==> src/rtl/outfifo_reader.sv <==
// Read-side sequencer for the DAQ/trigger output FIFO: pops 48-bit words and serialises each
// into three 16-bit frames on a valid/ready link. OUTFIFO_RD_PARITY_EN adds the tx_par output.
module outfifo_reader #(
    parameter int unsigned RD_LAT = 1,
    parameter int unsigned CNT_W  = 16
) (
    input  logic             rdclk,
    input  logic             rst_n,
    input  logic             en,
    input  logic             flush,
    input  logic             fifo_empty,
    output logic             fifo_rden,
    input  logic [47:0]      fifo_dout,
    output logic [15:0]      tx_data,
    output logic             tx_valid,
    input  logic             tx_ready,
    output logic             tx_first,
    output logic             tx_last,
    output logic             tx_daq,
    output logic             busy,
    output logic [CNT_W-1:0] word_cnt
`ifdef OUTFIFO_RD_PARITY_EN
    ,
    output logic             tx_par
`endif
);

    typedef enum logic [2:0] {
        StIdle,
        StPop,
        StWait,
        StSend,
        StDrop
    } state_e;

    localparam logic [1:0] WaitLast  = 2'(RD_LAT - 1);
    localparam logic [1:0] FrameLast = 2'd2;

    state_e            state_q, state_d;
    logic              drop_q, drop_d;
    logic [1:0]        wait_q, wait_d;
    logic [1:0]        frame_q, frame_d;
    logic [47:0]       word_q, word_d;
    logic [CNT_W-1:0]  cnt_q, cnt_d;
    logic              send;

    always_ff @(posedge rdclk) begin
        if (!rst_n) begin
            state_q <= StIdle;
            drop_q  <= 1'b0;
            wait_q  <= 2'd0;
            frame_q <= 2'd0;
            word_q  <= 48'd0;
            cnt_q   <= '0;
        end else begin
            state_q <= state_d;
            drop_q  <= drop_d;
            wait_q  <= wait_d;
            frame_q <= frame_d;
            word_q  <= word_d;
            cnt_q   <= cnt_d;
        end
    end

    // Mode (send/drop) is fixed at the word boundary that commits to the next pop.
    always_comb begin
        state_d   = state_q;
        drop_d    = drop_q;
        wait_d    = wait_q;
        frame_d   = frame_q;
        word_d    = word_q;
        fifo_rden = 1'b0;

        unique case (state_q)
            StIdle: begin
                if (!fifo_empty && (en || flush)) begin
                    state_d = StPop;
                    drop_d  = flush;
                end
            end
            StPop: begin
                // Holding here while empty keeps the FIFO from ever being read when empty.
                if (!fifo_empty) begin
                    fifo_rden = 1'b1;
                    wait_d    = 2'd0;
                    state_d   = StWait;
                end
            end
            StWait: begin
                if (wait_q == WaitLast) begin
                    word_d  = fifo_dout;
                    frame_d = 2'd0;
                    state_d = drop_q ? StDrop : StSend;
                end else begin
                    wait_d = wait_q + 2'd1;
                end
            end
            StSend: begin
                if (tx_ready) begin
                    if (frame_q == FrameLast) begin
                        if (!fifo_empty && en && !flush) begin
                            state_d = StPop;
                            drop_d  = 1'b0;
                        end else begin
                            state_d = StIdle;
                        end
                    end else begin
                        frame_d = frame_q + 2'd1;
                    end
                end
            end
            StDrop: begin
                if (!fifo_empty && flush) begin
                    state_d = StPop;
                    drop_d  = 1'b1;
                end else begin
                    state_d = StIdle;
                end
            end
            default: state_d = StIdle;
        endcase
    end

    always_comb begin
        cnt_d = cnt_q + {{(CNT_W-1){1'b0}}, fifo_rden};
    end

    always_comb begin
        send     = (state_q == StSend);
        tx_valid = send;
        busy     = (state_q != StIdle);
        tx_first = send && (frame_q == 2'd0);
        tx_last  = send && (frame_q == FrameLast);
        tx_daq   = send && word_q[27];
        word_cnt = cnt_q;
        tx_data  = 16'd0;
        if (send) begin
            unique case (frame_q)
                2'd0:    tx_data = word_q[15:0];
                2'd1:    tx_data = word_q[31:16];
                default: tx_data = word_q[47:32];
            endcase
        end
    end

`ifdef OUTFIFO_RD_PARITY_EN
    // Odd parity across {tx_daq, tx_data, tx_par}.
    always_comb begin
        tx_par = send && !(^{tx_daq, tx_data});
    end
`endif

endmodule

==> config.mk <==
export PLATFORM = sky130hd
export DESIGN_NAME = outfifo_reader
export DESIGN_NICKNAME = d
export VERILOG_FILES = /design/src/rtl/outfifo_reader.sv
export SDC_FILE = /design/constraint.sdc
export NUM_CORES = 1
export LEC_CHECK = 0
export CORE_UTILIZATION = 48
export CTS_CLUSTER_SIZE = 12
export DETAILED_ROUTE_END_ITERATION = 6
export GPL_TIMING_DRIVEN = 1
export PLACE_DENSITY = 0.8
export SYNTH_ARGS = -nofsm -noshare
export SYNTH_HDL_FRONTEND = slang
export SYNTH_SLANG_ARGS = --single-unit
==> constraint.sdc <==
create_clock -name rdclk -period 2.5 [get_ports rdclk]
set_input_delay 0.5 -clock rdclk [delete_from_list [all_inputs] [get_ports rdclk]]
set_output_delay 0.5 -clock rdclk [all_outputs]
set_load 0.02 [all_outputs]
Word level (Yosys, flattened, before mapping)
Index checks and enable logic that the tools add are counted.
{ "op_classes": {"shifts": 0, "order_cmp": 0, "multipliers": 0, "add_sub_neg": 3, "n_div": 0, "n_reduce_logical": 22, "eq_ne": 15, "bitwise_logic": 0, "muxes": 26} }
{ "ops": {"columns": ["operator", "n"], "rows": [
  ["$pmux 16 s2", 1],
  ["$mux 3", 6],
  ["$add 16x1->16", 1],
  ["$mux 16", 1],
  ["$pmux 3 s5", 1],
  ["$ne 2x2->1 const B", 6],
  ["$mux 2", 5],
  ["$mux 1", 9],
  ["$pmux 2 s2", 2],
  ["$logic_and 1x1->1", 7],
  ["$eq 3x2->1 const B", 2],
  ["$ne 2x1->1 const B", 3],
  ["$reduce_and 6->1", 1],
  ["$reduce_bool 3->1", 2],
  ["$reduce_and 5->1", 1],
  ["$add 2x1->2 const B", 2],
  ["$logic_not 2->1", 2],
  ["$reduce_and 4->1", 1],
  ["$reduce_bool 2->1", 2],
  ["$eq 3x1->1 const B", 1],
  ["$eq 3x3->1 const B", 1],
  ["$logic_not 3->1", 1],
  ["$pmux 1 s3", 1],
  ["$reduce_and 3->1", 1],
  ["5 further kinds", 6]
]} }
{ "word_totals": {"register_bits": 72, "wordCells": 72, "rom_bits": 0, "mem_count": 0, "latchBits": 0, "ram_bits": 0, "output_inout_bits": 38} }

Depth between registers and ports, before layout
{ "depth": {"depth_word": 7, "ltp_mapped": 9} }

Worst setup path before layout
Ideal clock, no wire load.
{ "synth_timing": {"path_kind": "register to register", "from": "reg state_q[1]", "to": "reg cnt_q[12] (netlist: word_cnt[12])", "arrival_ns": 2.327, "stages_incl_launch_ff": 10, "t_required_ns": 2.372, "n_path_buf": 2, "slack_ns": 0.046, "setup_time_ns": 0.128, "cell_sequence": "dfxtp_1 -> buf_6 -> buf_4 -> nor3_1 -> ha_1 -> ha_1 -> nand4_1 -> nor4_1 -> xnor2_1 -> nor2_1"} }
{ "synth_via": {"elab_chain_len": 3} }
{ "synth_rtl": {"columns": ["item", "line_no", "rtl"], "rows": [
  ["start: declaration", "39", "state_e state_q, state_d;"],
  ["start signal: assignment", "49", "state_q <= StIdle;"],
  ["start signal: assignment", "56", "state_q <= state_d;"],
  ["$eq 3x1->1", "74", "unique case (state_q)"],
  ["$mux 1", "74", null],
  ["named net fifo_rden", "12", "output logic fifo_rden,"],
  ["$add 16x1->16", "125", "cnt_d = cnt_q + {{(CNT_W-1){1'b0}}, fifo_rden};"],
  ["end signal: assignment", "61", "cnt_q <= cnt_d;"],
  ["end: declaration", "44", "logic [CNT_W-1:0] cnt_q, cnt_d;"]
]} }
The timed path passes the listed nets, and every way through them passes these cells.
A chain may end at the register's enable or synchronous reset.

Worst setup path in the final report
{ "layout_timing": {"from": "in fifo_empty", "to": "out fifo_rden"} }
{ "layout_via": {"elab_chain_len": 2} }
{ "layout_rtl": {"columns": ["item", "line_no", "rtl"], "rows": [
  ["start: declaration", "11", "input logic fifo_empty,"],
  ["$mux 1", "83", "if (!fifo_empty) begin"],
  ["$mux 1", "74", null],
  ["end: declaration", "12", null]
]} }
No other way between the ends.

==> flow_metrics.py <==
metrics = {
    "sta": {
        "grt_setup_unrepaired": "no",
        "max_freq_mhz": 423.3,
        "report.final.setup_viol": 0,
        "worst_hold_slack_ns": 0.4565,
        "slew-limit-headroom": 0.5213,
        "tightest_slew_ns": 0.7176,
        "slew_violations": 0,
        "fin_crit_ns": 2.362,
        "hold_violations": 0,
        "setup_ws_ns": 0.1377,
        "clock_skew_ns": 0.006098,
        "finalCritPeriodShare": 0.9449,
    },
    "worst_setup_path": {
        "end_kind": "output port",
        "crit_chain": "clkdlybuf4s50_1 > nor3_2 > clkdlybuf4s50_1",
        "worstPathMaxFanout": 3,
        "cp.required_ns": 2.00,
        "cp_num_buf_inv": 2,
        "crit_slowest_cell": "clkdlybuf4s50_1",
        "rr_startpoint": "wait_q[0]",
        "path_common_cell": "clkdlybuf4s50_1",
        "cp_top_family": "buffers and inverters",
        "worstSetupStartpointType": "input port",
        "critical_path.startpoint": "fifo_empty",
        "setup.worst_path.class": "input port to output port",
        "crit_arrival_ns": 1.86,
        "slowest_delay_ns": 0.66,
    },
    "placed_design": {
        "dp_hpwl_mm": 6.166,
        "io_buffers": 91,
        "placed_area_mm2": 0.004323,
        "place.gp.congestion": 0.8113,
        "pre_cts_ws_ns": -0.08983,
    },
    "floorplanning": {
        "core_region_area_mm2": 0.006495,
        "ios": 92,
        "design.die.area_mm2": 0.007250,
        "rows": 29,
        "die_h_um": 85.15,
        "start_util": 0.5109,
        "fp.dieW_um": 85.15,
    },
    "global_routing": {
        "overflow": 0,
        "track_usage": 0.2546,
        "antenna_found_initial": 0,
        "grt_pass1_vias": 3017,
        "grt_max_degree": 49,
        "grt_first_pass_wirelength_mm": 14.41,
    },
    "routing": {
        "top_layer_used": "met4",
        "antenna_left": 0,
        "route.met3.wl_um": 623,
        "wl_met2_mm": 4.114,
        "drt-total-wl_mm": 8.900,
        "drt_iter0_drc": 232,
        "vias": 3285,
        "drcViolationCount": 0,
        "first_pass_iters": 5,
        "wl_met1_mm": 3.958,
        "drt-wirelength-per-cell_um": 14.88,
        "avgViaCountPerCell": 5.493,
    },
    "layout": {
        "synthToLayoutAreaGrowth_pct": 35.22,
        "fin_util": 0.6908,
        "drive_above_1_share": 0.1171,
        "fin_nets": 578,
        "diodes": 0,
        "fill_cells": 521,
        "fin_area_mm2": 0.004487,
    },
    "synth": {
        "synth-main-ff-cell": "dfxtp_1",
        "avgSynthCellArea_um2": 7.753,
        "syn_area_mm2": 0.003318,
        "synth_nets": 489,
        "seq_area_frac_synth": 0.4344,
        "yosys_register_bits": 72,
        "yosysWarnings": 0,
        "netlist_instances": 428,
        "synth_edf_count": 0,
        "synthArstFlopShare": 0,
        "synth.distinct_cells": 47,
    },
    "power": {
        "power.internal_mw": 2.436,
        "clock_power_share": 0.288,
        "power_density_mw_per_mm2": 813.0,
        "p_leak_nw": 1.604,
        "peakVddDrop_uv": 518.0,
        "combPwrFrac": 0.312,
        "p_switching_mw": 1.212,
        "pwr-share-seq": 0.400,
        "swShare": 0.3322,
    },
    "cts": {
        "clkTransAtPathRegs_ns": 0.07,
        "htree_levels": 3,
        "max-clock-path-buffers": 2,
        "post_cts_buffers": 0,
        "cts_tree": "yes",
        "cts_sinks": 72,
        "ctsRootBufferMaster": "clkbuf_8",
        "numCtsBuffers": 9,
        "clkLatencyLatePin_ns": 0.35,
    },
    "flow_run": {
        "maxCapViolations": 0,
    },
    "outcome": {
        "status": "finished clean",
    },
    "min_path": {
        "worstHoldPathType": "register to register",
        "min-delay-start": "word_q[33]",
    },
}
==> power groups by stage <==
stage | clock [mW] | sequential [mW] | combinational [mW]
floorplan | 0 | 1.44 | 0.817
global placement | 0 | 1.47 | 1.10
detailed placement | 0 | 1.48 | 1.13
CTS | 1.07 | 1.45 | 1.14
global route | 1.11 | 1.48 | 1.27
finish | 1.05 | 1.46 | 1.14
==> cells in the mapped netlist (all sizes together), types with 5 or more instances <==
cell    instances  area, um2
nand2         119      449.2
a21oi          72      371.6
dfxtp          72       1441
nor2           20      77.58
buf            19      112.6
a22oi          16      120.1
inv            12      45.04
clkbuf         11      41.29
nand3          11      60.06
ha              7      87.58
xnor2           7      61.31
nand4           6      37.54
nor3            6      35.03
nor4            5      31.28
o21ai           5      25.02
==> placed cells by master, fill, tap and decap left out, types with 2 or more instances in the layout <==
master           instances
inv_2                    3
nor3_1                   4
or3b_4                   2
o21ai_0                  3
xor2_1                   4
nand3_1                 10
nor2_1                  19
dfxtp_1                 72
nor2b_1                  3
o21ai_1                  2
a21oi_1                 71
clkinv_4                 2
dlymetal6s2s_1           2
clkbuf_8                11
clkbuf_2                16
bufinv_16                2
buf_4                   16
nand2b_1                 4
nor4_1                   5
xnor2_1                  7
o21a_1                   2
nand2_1                118
mux2i_1                  3
inv_1                    9
and2_1                   2
clkdlybuf4s50_1         73
nand4_1                  6
ha_1                     7
or3_1                    3
a22oi_1                 15
and3_1                   3
a31oi_1                  2
==> path summary, 6_finish.rpt <==
path	slack, ns	cells past startpoint	end
max	0.14	3	fifo_rden
min	0.46	2	word_q[33]
max reg2reg	0.47	6	frame_q[0]
min reg2reg	0.46	2	word_q[33]
==> through the flow <==
stage	power, mW	setup TNS, ns	cells
floorplan	2.256	0	428
global placement	2.568	0	583
detailed placement	2.609	-0.1877	583
CTS	3.659	0	598
global route	3.849	0	598
finish	3.648	0	598
==> final cells by class <==
type,count,area [um2],area share
multi-input cells,314,1699,0.3787
clock buffers,11,151.4,0.03374
clock inverters,4,77.57,0.01729
flip-flops and latches,72,1441,0.3212
inverters,12,45.04,0.01004
well taps,77,96.34,0.02147
repair buffers,108,975.9,0.2175
==> routing by layer <==
metal	vias up	global-route usage
li1	1629	-
met1	1521	0.3563
met2	119	0.3886
met3	16	0.04086
met4	0	0.1125
met5	-	0
==> worst reg2reg max path, stage by stage (launching register included) <==
cell	delay, ns
dfxtp_1	0.33
inv_1	0.07
ha_1	0.25
nand4bb_2	0.61
a21oi_1	0.36
mux2i_1	0.11
o32ai_1	0.21
==> cell families (layout without fill, tap and decap cells) <==
logic type	count (synthesis)	in the layout	synth area share
flip-flops	72	72	0.4344
XOR/XNOR	11	11	0.02903
AND/OR/NAND/NOR	189	189	0.2575
AO/OA/AOI/OAI	104	104	0.1836
adder cells (fa/ha/maj)	7	7	0.02639
multiplexers	3	3	0.009050
buffers and inverters	42	135	0.05995
==> sequential cells by signal, indices dropped and copies added (netlist names) <==
signal    cells
word_q       48
word_cnt     16
state_q       3
frame_q       2
wait_q        2
drop_q        1
==> repair_timing <==
item / CTS / global route
hold buffers: 0 / 0
endpoints found under the setup margin: 17 / 18
resized for setup: 17 / 35
No activity file was read; power rests on OpenSTA's default activity.
==> patch 1, RTL diff (config.mk and constraints unchanged) <==
Build with the macro `OUTFIFO_RD_PARITY_EN` defined.
--- a/src/rtl/outfifo_reader.sv
+++ b/src/rtl/outfifo_reader.sv
@@ -1,5 +1,7 @@
 // Read-side sequencer for the DAQ/trigger output FIFO: pops 48-bit words and serialises each
 // into three 16-bit frames on a valid/ready link. OUTFIFO_RD_PARITY_EN adds the tx_par output.
+`define OUTFIFO_RD_PARITY_EN
+
 module outfifo_reader #(
     parameter int unsigned RD_LAT = 1,
     parameter int unsigned CNT_W  = 16
Check against the original RTL (old outputs only; new: tx_par): equivalent (Yosys induction, for registers that start in step).
==> patch 1 against the original RTL <==
- setup slack got worse by 0.64 ns
- critical endpoint is now tx_par
- the run now ends with negative setup slack left
- die area grew 5.4%
- sequential cell count did not move
- area after synthesis up 5.5%
- cell count grew 6.4%
- routed wire length is 6.2% higher
- final area grew 11%
Power is not compared: it rests on default switching activity, and its combinational part moved more than twofold at a synthesized area within 25%.
==> patch 1: results (changes against the original RTL) <==
Global route
  • Met2 Usage GRT: 41.0% (+2.1 points)
  • Total track usage: 25.6% (+0.18 points)
  • First-pass GRT wire length: 15100 um (+4.6%)
  • GR Util met1: 33.6% (-2.0 points)
  • Largest net degree at the start of global routing: 73 (+49%)
  • Number of global-route vias before repair: 3200 (+6.1%)

Critical path
  • CP max stage delay: 0.40 ns (-0.26 ns)
  • FF-to-FF setup slack: 0.44 ns (-0.03 ns)
  • Worst Reg-to-Reg Cells: 8 (+2)
  • Worst path top cell family by delay: XOR/XNOR gates
  • CP Data Arrival Time: 2.50 ns (+0.64 ns)
  • CP Launch Point: frame_q[0]

Synth
  • Adder-cell share of the synthesized area: 2.14% (-0.50 points)
  • Top cells by count, synth: nand2_1, dfxtp_1, a21boi_0
  • Synth unique cells: 39 (-17%)
  • Syn nets: 490 (+0.20%)
  • Post-synthesis mux area share: 0.572% (-0.33 points)
  • Post-Syn Area per Cell: 8.14 um^2 (+5.1%)
  • Post-synthesis sequential area ratio: 41.2% (-2.3 points)
  • Synth Area in XOR/XNOR: 7.00% (+4.1 points)

Placement
  • Routability cong.: 0.864 (+6.5%)
  • Placed insts: 615 (+5.5%)
  • Detail Placement HPWL: 6480 um (+5.2%)

Timing
  • Final number of setup-violating endpoints: 1 (+1)
  • Final setup margin: -0.497 ns (-0.635 ns)
  • TNS Setup: -0.497 ns (-0.497 ns)
  • Hold WS: 0.471 ns (+0.0142 ns)

Detailed routing
  • Met3 Wirelength: 571 um (-8.3%)
  • Metal-1 WL: 4260 um (+7.7%)
  • DR WL met2: 4420 um (+7.5%)
  • First-pass iteration count of the detailed router: 4 (-1)
  • Via density: 5.21 (-5.1%)
  • Initial DRC Count: 163 (-30%)
  • Per-cell routed wire length: 14.9 um (-0.10%)

Run status
  • Status: complete, but fails checks
  • Failing checks: negative setup slack

Layout
  • Filler cells: 557 (+6.9%)

CTS
  • Clk_lat worst skew: 0.33 ns (-0.02 ns)
  • Post-CTS Setup Bufs: 5 (+5)
[patch 1: cell types whose count changed in the layout (fill, tap and decap cells not counted), sizes merged, moves of 5 or more]
cell,before,now
a22o,0,16
a21oi,72,22
clkbuf,27,18
a21boi,0,51
nand4,6,1
a22oi,16,1
and2,2,16
xnor2,7,16
nor2,20,33
dlygate4sd2,0,6
nor4,5,0
nand2,119,99
buf,17,34
[patch 1: how the worst max path moves through the flow]
stage,end,slack [ns]
after floorplan,tx_par,-0.04
after global placement,tx_par,-0.64
after detailed placement,tx_par,-0.72
after CTS,tx_par,-0.50
after global routing,tx_par,-0.58
final,tx_par,-0.50
[patch 1: cell type report]
| cell class | instances | area, um^2 | area share (%) |
|---|---|---|---|
| clock buffers | 11 | 151 | 3.03 |
| clock inverters | 3 | 42.5 | 0.850 |
| inverters | 11 | 46.3 | 0.925 |
| multi-input cells | 320 | 2030 | 40.6 |
| flip-flops and latches | 72 | 1450 | 28.9 |
| well taps | 96 | 120 | 2.40 |
| repair buffers | 123 | 1160 | 23.2 |
==> patch 2, RTL diff (config.mk and constraints unchanged) <==
Without the edit above. Re-encode `state_e` (5 states) as one-hot, 5 bits wide.
--- a/src/rtl/outfifo_reader.sv
+++ b/src/rtl/outfifo_reader.sv
@@ -25,12 +25,12 @@
 `endif
 );
 
-    typedef enum logic [2:0] {
-        StIdle,
-        StPop,
-        StWait,
-        StSend,
-        StDrop
+    typedef enum logic [4:0] {
+        StIdle = 5'b00001,
+        StPop  = 5'b00010,
+        StWait = 5'b00100,
+        StSend = 5'b01000,
+        StDrop = 5'b10000
     } state_e;
 
     localparam logic [1:0] WaitLast  = 2'(RD_LAT - 1);
Formal check against the unedited RTL: same outputs for any inputs over 10 cycles, from zero or initial values and one cycle with rst_n low; not proved beyond that.
==> patch 2 against the original RTL <==
- final area is 3.2% higher
- synthesized cell count is 1.9% lower
- highest routed layer unchanged
- setup slack worse by 0.030 ns
- sequential cell count is 2 higher
- area after synthesis is 1.9% higher
- routed wire length is 6.4% lower
Power is not compared: it rests on default switching activity, and its combinational part moved more than twofold at a synthesized area within 25%.
==> patch 2: results (changes against the original RTL) <==
Run status
  • Status: completed

Critical path
  • R2r endpoint: word_cnt[15]
  • CP Data Arrival Time: 1.89 ns (+0.03 ns)
  • CP Launch Point: state_q[0]
  • Worst Reg-to-Reg Cells: 8 (+2)
  • CP max stage delay: 0.61 ns (-0.05 ns)
  • CP endpoint: tx_daq
  • Worst path top cell family by delay: buffers and inverters
  • Critical path fanouts, max: 8 (+5)

Placement
  • DP Worst Slack: 0.118 ns (+0.208 ns)
  • Routability cong.: 0.796 (-1.9%)
  • Area after DPL: 4390 um^2 (+1.4%)
  • Detail Placement HPWL: 5480 um (-11%)

Timing
  • Max_slew headroom: 55.5% (+3.3 points)
  • Achievable Freq: 0.418 GHz (-1.3%)
  • Fin Clk Skew: 0.00901 ns (+0.00291 ns)

Layout
  • Layout cells sized above 1: 8.43% (-3.3 points)
  • Final #Nets: 566 (-2.1%)
  • Filler cells: 580 (+11%)
  • Layout Cells excl Fill: 606 (+1.3%)
  • Ant. Diodes: 0 (unchanged)

Global route
  • Number of global-route vias before repair: 3042 (+0.83%)
  • Total track usage: 23.8% (-1.7 points)
  • Largest net degree at the start of global routing: 52 (+6.1%)
  • First-pass GRT wire length: 13700 um (-4.8%)

Synth
  • Post-synthesis sequential area ratio: 43.8% (+0.36 points)
  • Post-synthesis compound-gate area fraction: 20.2% (+1.8 points)
  • Syn nets: 480 (-1.8%)
  • Adder-cell share of the synthesized area: 2.22% (-0.42 points)
  • Top cells by count, synth: nand2_1, dfxtp_1, a21boi_0
  • Synth area leaders: dfxtp_1, nand2_1, a21boi_0, a21boi_1, a22oi_1
  • Post-synthesis mux area share: 0.296% (-0.61 points)
  • Synth unique cells: 37 (-21%)
  • Syn Inst Count: 420 (-1.9%)

Detailed routing
  • First-pass iteration count of the detailed router: 4 (-1)
  • Initial DRC Count: 186 (-20%)
  • Via count: 3162 (-3.7%)
  • Per-cell routed wire length: 13.8 um (-7.6%)

CTS
  • TritonCTS Buffers: 9 (unchanged)
## patch 2: changes by cell type after synthesis, moves of 4 or more
cell / unedited run / this run
buf_4: 5 / 1
buf_2: 12 / 5
a21boi_1: 0 / 21
nand2b_1: 4 / 0
nor4_1: 5 / 1
and3_1: 3 / 7
and2_1: 2 / 17
a21oi_1: 71 / 17
nor2_1: 19 / 14
nand2_1: 118 / 122
a21boi_0: 0 / 30
clkbuf_1: 11 / 20
## patch 2: final cells by class
| class | instances | area share, % |
|---|---|---|
| multi-input combinational | 309 | 37.8 |
| inverter | 9 | 0.730 |
| clock buffer | 10 | 2.97 |
| clock inverter | 5 | 3.24 |
| sequential | 74 | 32.0 |
| timing repair buffer | 103 | 20.7 |
| tap | 96 | 2.60 |
## patch 2: metal layers
metal  up-vias  part of all wire [%]  track usage [%]
met3        15                   6.5             6.74
met1      1468                    45             28.2
met4         0                   1.7             11.2
li1       1581                     -                -
met5         -                     0                0
met2        98                    47             39.6
## patch 2: worst min path at each step
stage | from | to | cells past startpoint
finish | word_q[30] | word_q[30] | 2
global placement | word_q[42] | word_q[42] | 2
global route | word_q[35] | word_q[35] | 2
CTS | word_q[35] | word_q[35] | 2
floorplan | drop_q | state_q[4] | 2
detailed placement | word_q[35] | word_q[35] | 2
## patch 2: cell families (layout without fill, tap and decap cells)
| family | Yosys count | after routing |
|---|---|---|
| simple gates | 191 | 191 |
| compound gates | 98 | 98 |
| flops | 74 | 74 |
| buf+inv | 37 | 127 |
| xor+xnor | 13 | 13 |
| fa+ha+maj | 6 | 6 |
| mux | 1 | 1 |
## patch 2: metrics by stage
step	hold WS, ns	utilization (%)
finish	0.456	68.1
global route	0.477	68.1
CTS	0.456	68.5
detailed placement	0.445	64.5
global placement	0.441	64.5
floorplan	0.434	-
## patch 2: timing repair
| item | CTS | global route |
|---|---|---|
| setup endpoints to repair | 18 | 15 |
| hold buffers | 0 | 0 |
| resized for setup | 19 | 29 |
| gates cloned | 0 | 0 |
## patch 2: worst register-to-register path, stage by stage, from the launching register on
cell      delay (ns)
dfxtp_1         0.41
nor4_2          0.33
nand2_1         0.11
nor2_1          0.16
ha_1            0.18
and3_1          0.19
nand4_1         0.22
or3_1           0.42
a21boi_0        0.20
## patch 2: where the power goes
group          switching [mW]  internal (mW)  leakage (nW)
combinational           0.134          0.173         0.952
sequential             0.0383           1.20         0.597
clock                   0.431          0.887         0.143
total                   0.604           2.26          1.69
